--- src/rtl/player_step_controller.sv ---
// Turns directional button levels into one-at-a-time move codes for the collision
// detector and commits its resolved position. Optional macro: PLAYER_STEP_SYNC_EN.
module player_step_controller #(
    parameter logic [4:0]  START_X       = 5'd2,
    parameter logic [4:0]  START_Y       = 5'd1,
    parameter int unsigned SETTLE_CYCLES = 2,
    parameter logic [23:0] REPEAT_CYCLES = 24'd5_000_000
) (
    input  logic       clk,
    input  logic       resetn,
    input  logic       enable,
    input  logic       btn_right,
    input  logic       btn_up,
    input  logic       btn_left,
    input  logic       btn_down,
    input  logic [4:0] new_x_pos,
    input  logic [4:0] new_y_pos,
    output logic [2:0] move,
    output logic [4:0] current_x_pos,
    output logic [4:0] current_y_pos,
    output logic       step_done,
    output logic       bumped
);

    typedef enum logic [1:0] {
        S_IDLE,
        S_ISSUE,
        S_COMMIT,
        S_COOLDOWN
    } state_t;

    typedef enum logic [2:0] {
        MV_NONE  = 3'b000,
        MV_UP    = 3'b001,
        MV_LEFT  = 3'b010,
        MV_DOWN  = 3'b011,
        MV_RIGHT = 3'b100
    } move_code_t;

    localparam logic [23:0] SETTLE_LAST = 24'(SETTLE_CYCLES - 1);
    localparam logic [23:0] REPEAT_LAST = REPEAT_CYCLES - 24'd1;

    // btn bit order: [3] right, [2] up, [1] left, [0] down
    logic [3:0] btn;

`ifdef PLAYER_STEP_SYNC_EN
    logic [3:0] btn_meta;
    logic [3:0] btn_sync;

    always_ff @(posedge clk or negedge resetn) begin
        if (!resetn) begin
            btn_meta <= '0;
            btn_sync <= '0;
        end else begin
            btn_meta <= {btn_right, btn_up, btn_left, btn_down};
            btn_sync <= btn_meta;
        end
    end

    assign btn = btn_sync;
`else
    assign btn = {btn_right, btn_up, btn_left, btn_down};
`endif

    state_t     state;
    move_code_t move_q;
    move_code_t dir_sel;
    logic [4:0] x_q;
    logic [4:0] y_q;
    logic       step_done_q;
    logic       bumped_q;
    logic [23:0] cnt;
    logic [23:0] cnt_inc;
    logic       any_btn;

    assign any_btn = |btn;
    assign cnt_inc = (cnt == '1) ? cnt : cnt + 24'd1;

    always_comb begin
        dir_sel = MV_NONE;
        if (btn[3])
            dir_sel = MV_RIGHT;
        else if (btn[2])
            dir_sel = MV_UP;
        else if (btn[1])
            dir_sel = MV_LEFT;
        else if (btn[0])
            dir_sel = MV_DOWN;
    end

    always_ff @(posedge clk or negedge resetn) begin
        if (!resetn) begin
            state       <= S_IDLE;
            move_q      <= MV_NONE;
            x_q         <= START_X;
            y_q         <= START_Y;
            step_done_q <= 1'b0;
            bumped_q    <= 1'b0;
            cnt         <= '0;
        end else begin
            step_done_q <= 1'b0;
            bumped_q    <= 1'b0;
            case (state)
                S_IDLE: begin
                    move_q <= MV_NONE;
                    if (enable && any_btn) begin
                        move_q <= dir_sel;
                        cnt    <= '0;
                        state  <= S_ISSUE;
                    end
                end
                S_ISSUE: begin
                    if (cnt >= SETTLE_LAST)
                        state <= S_COMMIT;
                    else
                        cnt <= cnt_inc;
                end
                S_COMMIT: begin
                    // Detector output is sampled while move is still held.
                    x_q         <= new_x_pos;
                    y_q         <= new_y_pos;
                    step_done_q <= 1'b1;
                    bumped_q    <= (new_x_pos == x_q) && (new_y_pos == y_q);
                    move_q      <= MV_NONE;
                    cnt         <= '0;
                    state       <= S_COOLDOWN;
                end
                S_COOLDOWN: begin
                    move_q <= MV_NONE;
                    if (!any_btn || cnt >= REPEAT_LAST)
                        state <= S_IDLE;
                    else
                        cnt <= cnt_inc;
                end
                default: begin
                    move_q <= MV_NONE;
                    state  <= S_IDLE;
                end
            endcase
        end
    end

    assign move          = move_q;
    assign current_x_pos = x_q;
    assign current_y_pos = y_q;
    assign step_done     = step_done_q;
    assign bumped        = bumped_q;

endmodule
--- config.mk ---
export PLATFORM = sky130hd
export DESIGN_NAME = player_step_controller
export DESIGN_NICKNAME = d
export VERILOG_FILES = /design/src/rtl/player_step_controller.sv
export SDC_FILE = /design/constraint.sdc
export NUM_CORES = 1
export LEC_CHECK = 0
export ABC_CLOCK_PERIOD_IN_PS = 5450
export CAP_MARGIN = 0
export CORE_MARGIN = 2
export CORE_UTILIZATION = 28
export DETAILED_ROUTE_END_ITERATION = 10
export PLACE_DENSITY = 0.49
export SLEW_MARGIN = 10
export SYNTH_ARGS = -nofsm -noshare
export SYNTH_HDL_FRONTEND = slang
export SYNTH_SLANG_ARGS = --single-unit
--- constraint.sdc ---
create_clock -name clk -period 5.45 [get_ports clk]
set_clock_uncertainty 0.15 [all_clocks]
set_input_delay 1.09 -clock clk [delete_from_list [all_inputs] [get_ports clk]]
set_output_delay 1.09 -clock clk [all_outputs]
set_load 0.05 [all_outputs]
# Word level (Yosys, flattened, before mapping)
# Cells that the tools add are included.
# totals
ff_bits	41
latch_bits	0
ram_bits	0
mem_bits_ro	0
inputBits	17
word_cells	48
mem_count	0
# classes
addsub	1
multipliers	0
n_div	0
n_lt_le_gt_ge	2
n_eq_ne	11
n_shift	0
n_mux	17
bitwise	0
n_reduce_logical	10
# ops
cell	n
two-way mux 24 bit	4
case mux 24 bit (4 select lines)	1
adder 24 x 1 -> 24 bit, second input constant	1
== test 24 bit, second input constant	1
greater-or-equal comparator 24 x 1 -> 1 bit, second input constant	1
greater-or-equal comparator 24 x 23 -> 1 bit, second input constant	1
two-way mux 2 bit	6
== test 5 bit	2
inequality test 2 bit, second input constant	5
case mux 2 bit (4 select lines)	1
two-way mux 3 bit	2
case mux 3 bit (2 select lines)	1
AND reduction 3 bit	2
== test 2 bit, second input constant	2
OR reduction 4 bit	1
== test 2 x 1 -> 1 bit, second input constant	1
logical AND 1 bit	2
zero test 2 bit	1
two-way mux 1 bit	2
nonzero test 2 bit	1
OR reduction 2 bit	1
zero test 1 bit	1
logical OR 1 bit	1

# Depth between registers and ports, before layout
# Gate-level depths: netlist (run 1).
# depth
ltp_word	6
depth_mapped	10
mapped_depth_nobuf	8

# Worst setup path before layout (run 1)
# Ideal clock, no wire load.
# synth_timing
kind	in2reg
start	input port btn_left
end	register cnt[13]
setup_ns	0.092
arrival_ns	2.397
setup_slack_ns	2.812
path_stages	8
path_buffers	2
path_cell_list	nor4_1 > nor2_1 > o311ai_1 > o21a_2 > or3_1 > buf_6 > buf_6 > o31ai_2
# synth_between
elab_chain_cells	5
# synth_rtl
element	line	source
start, declared	14	input logic btn_left,
OR reduction 4 bit (*)	76	assign any_btn = |btn;
zero test 1 bit	130	if (!any_btn || cnt >= REPEAT_LAST)
logical OR 1 bit	130	
inequality test 2 bit (no line)	--	
AND reduction 3 bit (no line) (*)	--	
end signal, assigned	116	cnt <= cnt_inc;
end signal, assigned	133	cnt <= cnt_inc;
end, declared	72	logic [23:0] cnt;
# Mark *: on every way between the ends. The rest lies on a longest branch, timed or not.
# A chain may end at the register's enable or synchronous reset.

# Worst setup path in the final report (run 1)
# layout_timing
start	input port btn_right
end	register cnt[2]
# layout_between
elab_chain_cells	5
# layout_rtl
element	line	source
start, declared	12	input logic btn_right,
OR reduction 4 bit (*)	76	
zero test 1 bit	130	
logical OR 1 bit	130	
inequality test 2 bit (no line)	--	
AND reduction 3 bit (no line) (*)	--	
# Marked as above.

==> metrics.md, run 1 <==
| Metric | Value |
|---|---|
| Antenna diode count | 0 |
| Mux cell area share after synthesis | 0.05995 |
| Vias in the first global route | 1,945 |
| Final worst path period share | 0.6537 |
| M1 WL | 2.908 mm |
| Layout Utilization | 0.3495 |
| Routed len/inst | 14.86 um |
| Fin nets | 301 |
| H-tree depth | 2 |
| Final hold viol count | 0 |
| Pwr/cell area | 494.0 mW/mm^2 |
| CTS resizes | 0 |
| Hold Crit Class | flop to flop |
| CP endpoint kind | flop |
| Async S/R FF share, synth | 1.000 |
| Cell count after synthesis | 253 |
| Netlist cell types | 39 |
| CTS clk-pin slew, worst paths | 0.09 ns |
| Main combinational cell family by area after synthesis | compound AO/OA/AOI/OAI gates |
| Initial antenna violation count | 0 |
| R2R setup slack | 2.09 ns |
| CTS tree | built |
| Grt total ovfl | 0 |
| Adder-cell share of the synthesized area | 0.04651 |
| Post-synth top area cell | dfrtp_1 |
| Yosys warning total | 0 |
| Synth top area share | 0.4031 |
| Chip height | 96.99 um |
| Vias | 1,985 |
| Share of post-route cells with drive strength above 1 | 0.1051 |
| Metal3 WL | 148 um |
| Critical Path Sink | cnt[2] |
| I/O pin cnt | 32 |
| Root Buffer | clkbuf_8 |
| Syn Nets | 279 |
| Maximum VDD drop | 258.0 uV |
| Worst reg2reg path startpoint | cnt[12] |
| Num CTS Buffers | 5 |
| Unrepaired setup endpoints after global routing | no |
| Dpl hpwl | 3.803 mm |
| R2R depth | 6 |
| Post-Route Setup TNS | 0 ns |
| Number of max-cap violations | 0 |
| Leak Pwr | 1.217 nW |
| Number of remaining DRC errors | 0 |
| Die area | 0.009406 sq mm |
| Initial Util | 0.2917 |
| Post-synth EDFFs | 0 |
| Final setup fails | 0 |
| CP max FO | 25 |
| Outcome | completed |
| CORE AREA | 0.008299 sq mm |
| Clock Sinks | 41 |
| Horiz. Die Dim | 96.99 um |
| Synth area leaders | dfrtp_1 40%, o31ai_1 11%, mux2_2 5.6%, ha_1 4.7%, xnor2_1 3.6% |
| Clock Latency Late Sink | 0.29 ns |
| Post-route ant nets | 0 |
| CP max stage delay | 0.68 ns |
| #FFs+latches synth | 41 |
| Req. time, crit path | 5.45 ns |
| Final GP Congestion | 0.7418 |
| Slew Viols, Final | 0 |
| Number of core rows | 33 |
| Critical Path Slowest Stage Cell | or3_1 |
| Post-Synth Simple-Gate Area | 0.1845 |
| Crit path cell chain | clkdlybuf4s50_1 -> nor4_1 -> nor2_1 -> o311ai_1 -> o21a_2 -> or3_1 -> o21ai_0 |
| Mean Syn Cell Area | 9.569 sq um |
| Sequential fraction of the synthesis area | 0.4248 |
| R2R Path End | cnt[2] |
| PortBufs | 31 |
| Highest Signal Layer | met4 |
| First-pass GRT wire length | 9.770 mm |
| Metal2 WL | 2.561 mm |
| GRT Total Usage | 0.1241 |
| Fin crit period | 3.563 ns |
| Fmax | 280.7 MHz |
| Top FF cell, synth | dfrtp_1 |
| Slew headroom | 0.3670 |
| Critical Setup Path Class | primary input to flop |
| Worst Path Arrival | 3.56 ns |
| Maximum root-to-sink buffer count | 2 |
| Compound-gate portion of the synthesized area | 0.1990 |
| Post-synthesis cell area | 0.002421 sq mm |
| Startpoint types | primary input |
| P&R area growth vs syn | 19.79% |
| Xor/xnor share of the synthesized area | 0.03618 |
| Worst Setup SP | btn_right |
| Hold buffers post-CTS | 0 |
| Post-CTS Setup Inserts | 0 |
| Vias per cell | 5.210 |
| Largest net degree at the start of global routing | 42 |
| Routed WL | 5.662 mm |
| Worst Tran Pin Value | 0.9495 ns |
| 1st-iter DRT viols | 142 |
| Drt first pass iters | 4 |
## layer usage
metal,GRT usage,up-vias
met5,0,-
met4,0.02925,0
met1,0.1716,977
met3,0.02384,2
met2,0.2009,20
li1,-,986
## registers in the layout, summed over array words and instances, names as in the netlist
name	cells
current_x_pos	5
bumped	1
move	3
cnt	24
current_y_pos	5
state	2
step_done	1
## kinds of logic after synthesis
| logic type | Yosys count |
|---|---|
| and+or+nand+nor | 86 |
| AOI/OAI and AO/OA | 69 |
| DFF | 41 |
| buffers and inverters | 25 |
| muxes | 13 |
| xor gates and xnor gates | 10 |
| adders and majority gates | 9 |
## cells in the mapped netlist (2+ instances only)
cell	instances
nand3_1	13
nor2_1	20
dfrtp_1	39
buf_2	2
o31ai_1	34
or3_1	2
nor3_1	5
ha_1	9
o21ai_0	13
a21oi_1	4
nand2_1	10
nor4_1	5
and4_1	2
inv_1	7
nor2b_1	2
xnor2_1	10
buf_6	3
buf_1	2
mux2_2	12
a31oi_1	8
nand4_1	9
dfstp_2	2
and3_1	7
and2_1	5
nand2b_1	4
clkbuf_1	11
## worst max-delay path, delay by kind of cell
kind                   cells  cell delay [ns]
AND/OR/NAND/NOR            3             1.17
AO/OA/AOI/OAI              3             0.84
buffers and inverters      1             0.44
## metrics by stage
step,worst slack [ns],cells,hold slack (ns),total power [mW],instance area [sq um]
after floorplan,2.812,253,0.3160,0.9881,2421
after global placement,1.609,373,0.3310,1.185,2780
after detailed placement,1.561,373,0.3318,1.187,2780
after CTS,1.854,381,0.3540,1.453,2900
after global routing,1.630,381,0.3866,1.529,2900
final,1.887,381,0.3462,1.433,2900
## cell type report
class	instances	area (sq um)
fill	862	5399
multi-input combinational	187	1274
sequential	41	1028
timing repair buffer	33	320.3
tap	105	131.4
clock buffer	6	82.58
clock inverter	2	37.54
inverter	7	26.28
## cells in the final DEF, fill, tap and decap left out, drive strengths merged, types with 2 or more instances in the layout
master | synthesis | final
a21oi | 4 | 4
dfrtp | 39 | 39
inv | 7 | 7
nand4 | 9 | 9
nor2b | 2 | 2
xnor2 | 10 | 10
nand3 | 13 | 13
mux2 | 12 | 12
and2 | 5 | 5
nand2b | 4 | 4
o21ai | 13 | 13
nand2 | 10 | 10
nor2 | 20 | 20
clkbuf | 11 | 6
o31ai | 35 | 35
nor3 | 5 | 5
a31oi | 8 | 8
nor4 | 5 | 5
or3 | 2 | 2
clkdlybuf4s50 | 0 | 30
buf | 7 | 3
dfstp | 2 | 2
and3 | 7 | 7
and4 | 2 | 2
ha | 9 | 9
## worst min-delay path by stage
stage	start	endpoint	depth (start not counted)
5_1_grt	move[1]	move[1]	2
3_3_place_gp	move[1]	move[1]	2
3_5_place_dp	move[0]	move[0]	2
4_1_cts	move[1]	move[1]	2
2_1_floorplan	cnt[20]	cnt[20]	1
6_report	move[0]	move[0]	2
## where the power goes
group | internal [mW] | switching [mW]
clock | 0.149 | 0.110
sequential | 0.374 | 0.0540
combinational | 0.274 | 0.472
No activity file was read; power rests on OpenSTA's default activity.
==> run 2, diff against run 1 <==
ABC_CLOCK_PERIOD_IN_PS = 3200   (was 5450)
PLACE_DENSITY = 0.51   (was 0.49)
clock period = 3.2 ns   (was 5.45 ns; I/O delays follow)
==> run 2 against run 1 <==
Against the previous run: clock power is 94% higher; non-clock buffer count rose by 2; combinational power increased by 78%; total power up 79%; critical path depth unchanged; sequential cell count unchanged; first-iteration DRC count is 22% lower; largest cell class unchanged.
==> metrics.md, run 2 (same netlist as run 1, synthesis figures left out) <==
| Metric | Value |
|---|---|
| Number of max-cap violations | 0 (unchanged) |
| Grt total ovfl | 0 (unchanged) |
| Root Buffer | clkbuf_8 (unchanged) |
| CTS resizes | 0 (unchanged) |
| Initial Util | 0.2917 (unchanged) |
| Largest net degree at the start of global routing | 42 (unchanged) |
| Die area | 0.009406 sq mm (unchanged) |
| Layout filler cell count | 822 (was 862) |
| Initial antenna violation count | 0 (unchanged) |
| Largest register by flop count | cnt (unchanged) |
| I/O pin cnt | 32 (unchanged) |
| Outcome | completed (unchanged) |
| Final setup fails | 0 (unchanged) |
| Dpl hpwl | 3.866 mm (was 3.803 mm) |
| Clock Latency Late Sink | 0.29 ns (about the same) |
| Post-route ant nets | 0 (unchanged) |
| Vias per cell | 5.151 (was 5.210) |
| 1st-iter DRT viols | 111 (was 142) |
| Number of core rows | 33 (unchanged) |
| Hold buffers post-CTS | 0 (unchanged) |
| Post-CTS Setup Inserts | 0 (unchanged) |
| Req. time, crit path | 3.23 ns (was 5.45 ns) |
| Leak Pwr | 1.243 nW (was 1.217 nW) |
| Antenna diode count | 0 (unchanged) |
| Worst Tran Pin Value | 0.9530 ns (was 0.9495 ns) |
| R2R depth | 7 (was 6) |
| P&R area growth vs syn | 21.50% (was 19.79%) |
| CTS tree | built (unchanged) |
| CORE AREA | 0.008299 sq mm (unchanged) |
| Drt first pass iters | 4 (unchanged) |
| First-pass GRT wire length | 9.915 mm (was 9.770 mm) |
| Vias | 1,973 (was 1,985) |
| Commonest non-fill, non-tap cell in the layout | dfrtp_1 (unchanged) |
| Slew Viols, Final | 0 (unchanged) |
| Post-Route Setup TNS | 0 ns (unchanged) |
| Max reg flops | 24 (unchanged) |
| Unrepaired setup endpoints after global routing | no (unchanged) |
| Most frequent cells in the layout | 39 x dfrtp_1, 34 x o31ai_1, 30 x clkdlybuf4s50_1, 20 x nor2_1 (unchanged) |
| Number of remaining DRC errors | 0 (unchanged) |
| Num CTS Buffers | 5 (unchanged) |
| Fin crit period | 2.726 ns |
| Fmax | 366.9 MHz |
| Critical Setup Path Class | flop to flop (was primary input to flop) |
| Vias in the first global route | 2,000 (was 1,945) |
| Maximum VDD drop | 394.6 uV (was 258.0 uV) |
| Chip height | 96.99 um (unchanged) |
| Startpoint types | flop (was primary input) |
| CTS clk-pin slew, worst paths | 0.08 ns (was 0.09 ns) |
| Slew headroom | 0.3646 (was 0.3670) |
| CP max FO | 24 (was 25) |
| Final hold viol count | 0 (unchanged) |
| Clock Sinks | 41 (unchanged) |
| Pwr/cell area | 870.4 mW/mm^2 (was 494.0 mW/mm^2) |
| GRT Total Usage | 0.1267 (was 0.1241) |
| H-tree depth | 2 (unchanged) |
| Final worst path period share | 0.8518 |
| Final GP Congestion | 0.7800 (was 0.7418) |
| Horiz. Die Dim | 96.99 um (unchanged) |
| CP endpoint kind | flop (unchanged) |
| Maximum root-to-sink buffer count | 2 (unchanged) |
| Fin nets | 303 (was 301) |
| PortBufs | 31 (unchanged) |
| Worst Path Arrival | 2.76 ns (was 3.56 ns) |
| Share of post-route cells with drive strength above 1 | 0.1115 (was 0.1051) |
| Layout Utilization | 0.3544 (was 0.3495) |
| Routed len/inst | 14.96 um (was 14.86 um) |
| Hold Crit Class | primary input to async pin (was flop to flop) |
| Routed WL | 5.729 mm (was 5.662 mm) |
run 2: cell types whose count changed in the layout (fill, tap and decap cells not counted):
| cell | change |
|---|---|
| buf_12 | +1 |
| buf_4 | +1 |
| bufinv_16 | +1 |
| clkbuf_8 | -1 |
| clkinv_2 | +1 |
| clkinvlp_4 | -1 |
run 2: routing by layer:
| layer | vias up | track usage | wire length, um |
|---|---|---|---|
| met1 | 946 | 0.1744 | 2723 |
| met4 | 0 | 0.03575 | 55 |
| li1 | 995 | - | - |
| met5 | - | 0 | 0 |
| met2 | 28 | 0.2051 | 2772 |
| met3 | 4 | 0.02168 | 178 |
run 2: area by class of cell:
| class | count | area [sq um] | share of cell area |
|---|---|---|---|
| Clock buffer | 5 | 68.82 | 0.02339 |
| Clock inverter | 3 | 65.06 | 0.02212 |
| Inverter | 7 | 26.28 | 0.008932 |
| Multi-Input combinational cell | 187 | 1274 | 0.4330 |
| Sequential cell | 41 | 1028 | 0.3496 |
| Tap cell | 105 | 131.4 | 0.04466 |
| Timing Repair Buffer | 35 | 347.8 | 0.1182 |
run 2: worst max-delay path, cell delays in order, from the launching register on:
cell	delay, ns
dfrtp_1	0.47
nor4_1	0.38
nand3_1	0.19
a2111oi_0	0.60
o21a_2	0.21
buf_4	0.27
nor3_1	0.09
mux2_2	0.26
run 2: worst paths after layout:
kind	endpoint	slack (ns)	start
setup / recovery	cnt[0]	0.47	cnt[12]
hold / removal	move[1]	0.34	resetn
setup reg to reg	cnt[0]	0.47	cnt[12]
hold reg to reg	move[2]	0.34	move[2]
max in group asynchronous	cnt[18]	1.97	resetn
min in group clk	move[2]	0.34	move[2]
run 2: where the power goes:
group,total (mW),internal [mW],switching (mW)
Combinational,1.33,0.507,0.821
Sequential,0.730,0.637,0.0923
Clock,0.502,0.310,0.192
run 2: through the flow:
step / power (mW) / hold slack, ns / area (sq um) / setup slack [ns] / std cells
after global routing: 2.726 / 0.3932 / 2942 / 0.2319 / 383
after CTS: 2.590 / 0.3479 / 2942 / 0.4011 / 383
after floorplan: 1.683 / 0.1944 / 2421 / 0.8898 / 253
final: 2.560 / 0.3380 / 2942 / 0.4744 / 383
after detailed placement: 2.080 / 0.3283 / 2808 / 0.1668 / 375
after global placement: 2.072 / 0.3192 / 2808 / 0.2803 / 375
==> run 3, diff against run 2 <==
REMOVE_ABC_BUFFERS = 1   (was not set)
==> run 3 against run 2 <==
Against the previous run: routed wire length grew 2.9%; register-to-register slack about the same; combinational power about the same; largest power group unchanged; sequential share of layout area grew 0.060 points; die area stayed put; clock power hardly changed; critical path depth did not move; fmax barely moved; cell count grew 0.26%.
==> metrics.md, run 3 (same netlist as run 1, synthesis figures left out) <==
| Metric | Value |
|---|---|
| Root Buffer | clkbuf_8 (unchanged) |
| Horiz. Die Dim | 96.99 um (unchanged) |
| Req. time, crit path | 3.22 ns (was 3.23 ns) |
| Dpl hpwl | 4.095 mm (was 3.866 mm) |
| Pwr/cell area | 867.3 mW/mm^2 (was 870.4 mW/mm^2) |
| Largest net degree at the start of global routing | 42 (unchanged) |
| PortBufs | 31 (unchanged) |
| GRT Total Usage | 0.1325 (was 0.1267) |
| Drt first pass iters | 5 (was 4) |
| Hold Crit Class | primary input to async pin (unchanged) |
| Grt total ovfl | 0 (unchanged) |
| CTS clk-pin slew, worst paths | 0.09 ns (was 0.08 ns) |
| Fin crit period | 2.725 ns (was 2.726 ns) |
| Num CTS Buffers | 5 (unchanged) |
| Fin nets | 304 (was 303) |
| Final hold viol count | 0 (unchanged) |
| Chip height | 96.99 um (unchanged) |
| Routed len/inst | 15.35 um (was 14.96 um) |
| Post-Route Setup TNS | 0 ns (unchanged) |
| Number of max-cap violations | 0 (unchanged) |
| Share of post-route cells with drive strength above 1 | 0.1147 (was 0.1115) |
| H-tree depth | 2 (unchanged) |
| Commonest non-fill, non-tap cell in the layout | dfrtp_1 (unchanged) |
| 1st-iter DRT viols | 152 (was 111) |
| Layout Cell Area excl Fill | 0.002937 sq mm (was 0.002942 sq mm) |
| CP endpoint kind | flop (unchanged) |
| Clock Latency Late Sink | 0.30 ns (was 0.29 ns) |
| Final hold slack | 0.3279 ns (was 0.3380 ns) |
| Cell area after placement | 0.002803 sq mm (was 0.002808 sq mm) |
| Post-CTS Setup Inserts | 0 (unchanged) |
| Number of core rows | 33 (unchanged) |
| CTS tree | built (unchanged) |
| Initial antenna violation count | 0 (unchanged) |
| CTS resizes | 0 (unchanged) |
| Post-route ant nets | 0 (unchanged) |
| Most frequent cells in the layout | 39 x dfrtp_1, 34 x o31ai_1, 30 x clkdlybuf4s50_1, 20 x nor2_1 (unchanged) |
| Die area | 0.009406 sq mm (unchanged) |
| Maximum root-to-sink buffer count | 2 (unchanged) |
| Worst Path Arrival | 2.75 ns (was 2.76 ns) |
| First-pass GRT wire length | 10.35 mm (was 9.915 mm) |
| Vias in the first global route | 2,059 (was 2,000) |
| Fin worst setup slack | 0.4749 ns (was 0.4744 ns) |
| Routed WL | 5.893 mm (was 5.729 mm) |
| Fmax | 367.0 MHz (was 366.9 MHz) |
| Unrepaired setup endpoints after global routing | no (unchanged) |
| CORE AREA | 0.008299 sq mm (unchanged) |
| Outcome | completed (unchanged) |
| Largest register by flop count | cnt (unchanged) |
| Antenna diode count | 0 (unchanged) |
| I/O pin cnt | 32 (unchanged) |
| Final worst path period share | 0.8516 (was 0.8518) |
| Final setup fails | 0 (unchanged) |
| Maximum VDD drop | 290.9 uV (was 394.6 uV) |
| Total power | 2.547 mW (was 2.560 mW) |
| P&R area growth vs syn | 21.29% (was 21.50%) |
| Worst Tran Pin Value | 0.9484 ns (was 0.9530 ns) |
| Final GP Congestion | 0.7718 (was 0.7800) |
| Hold buffers post-CTS | 0 (unchanged) |
| Slew headroom | 0.3677 (was 0.3646) |
| Vias per cell | 5.260 (was 5.151) |
| Startpoint types | flop (unchanged) |
| Initial Util | 0.2917 (unchanged) |
| Critical Setup Path Class | flop to flop (unchanged) |
| Vias | 2,020 (was 1,973) |
| Number of remaining DRC errors | 0 (unchanged) |
| Slew Viols, Final | 0 (unchanged) |
| Clock Sinks | 41 (unchanged) |
| Setup slack at placement | 0.2422 ns (was 0.1668 ns) |
| Max reg flops | 24 (unchanged) |
| Leak Pwr | 1.242 nW (was 1.243 nW) |
| CP max FO | 9 (was 24) |
==> run 3: cell types whose count changed in the layout (fill, tap and decap cells not counted) <==
cell / change
buf_4: +2
buf_12: -1
==> run 3: per-layer routing <==
metal	GRT usage	up-vias	wire (um)	share of wire
li1	-	993	-	-
met1	0.1830	997	2901	0.49
met2	0.2115	23	2781	0.47
met3	0.02384	7	108	0.018
met4	0.04009	0	102	0.017
met5	0	-	0	0
==> run 3: cell type report <==
type	count	area, sq um
Fill cell	850	5363
Sequential cell	41	1028
Clock buffer	5	68.82
Inverter	7	26.28
Multi-Input combinational cell	187	1274
Timing Repair Buffer	36	342.8
Tap cell	105	131.4
Clock inverter	3	65.06
==> run 3: through the flow <==
stage / utilization / instances
global route: 0.3538 / 384
finish: 0.3538 / 384
CTS: 0.3538 / 384
floorplan: - / 235
global placement: 0.3377 / 376
detailed placement: 0.3377 / 376
==> run 3: worst paths after layout <==
| kind | start | endpoint | cells after the start | slack [ns] |
|---|---|---|---|---|
| setup / recovery | cnt[12] | cnt[18] | 7 | 0.47 |
| hold / removal | resetn | current_x_pos[0] | 1 | 0.33 |
| setup reg to reg | cnt[12] | cnt[18] | 7 | 0.47 |
| hold reg to reg | move[2] | move[2] | 2 | 0.34 |
| max in group asynchronous | resetn | cnt[12] | 1 | 1.97 |
| min in group clk | move[2] | move[2] | 2 | 0.34 |
==> run 3: where the power goes <==
group          total [mW]  switching (mW)  internal, mW
Sequential          0.732          0.0940         0.638
Clock               0.504           0.194         0.310
Combinational        1.31           0.819         0.493
Total                2.55            1.11          1.44
==> run 3: worst max-delay path, stage by stage, from the launching register on <==
cell and delay (ns):
dfrtp_1 0.48, nor4_1 0.39, nand3_1 0.19, a2111oi_0 0.55, o21a_2 0.20, or3_1 0.33
buf_4 0.23, o21ai_0 0.09
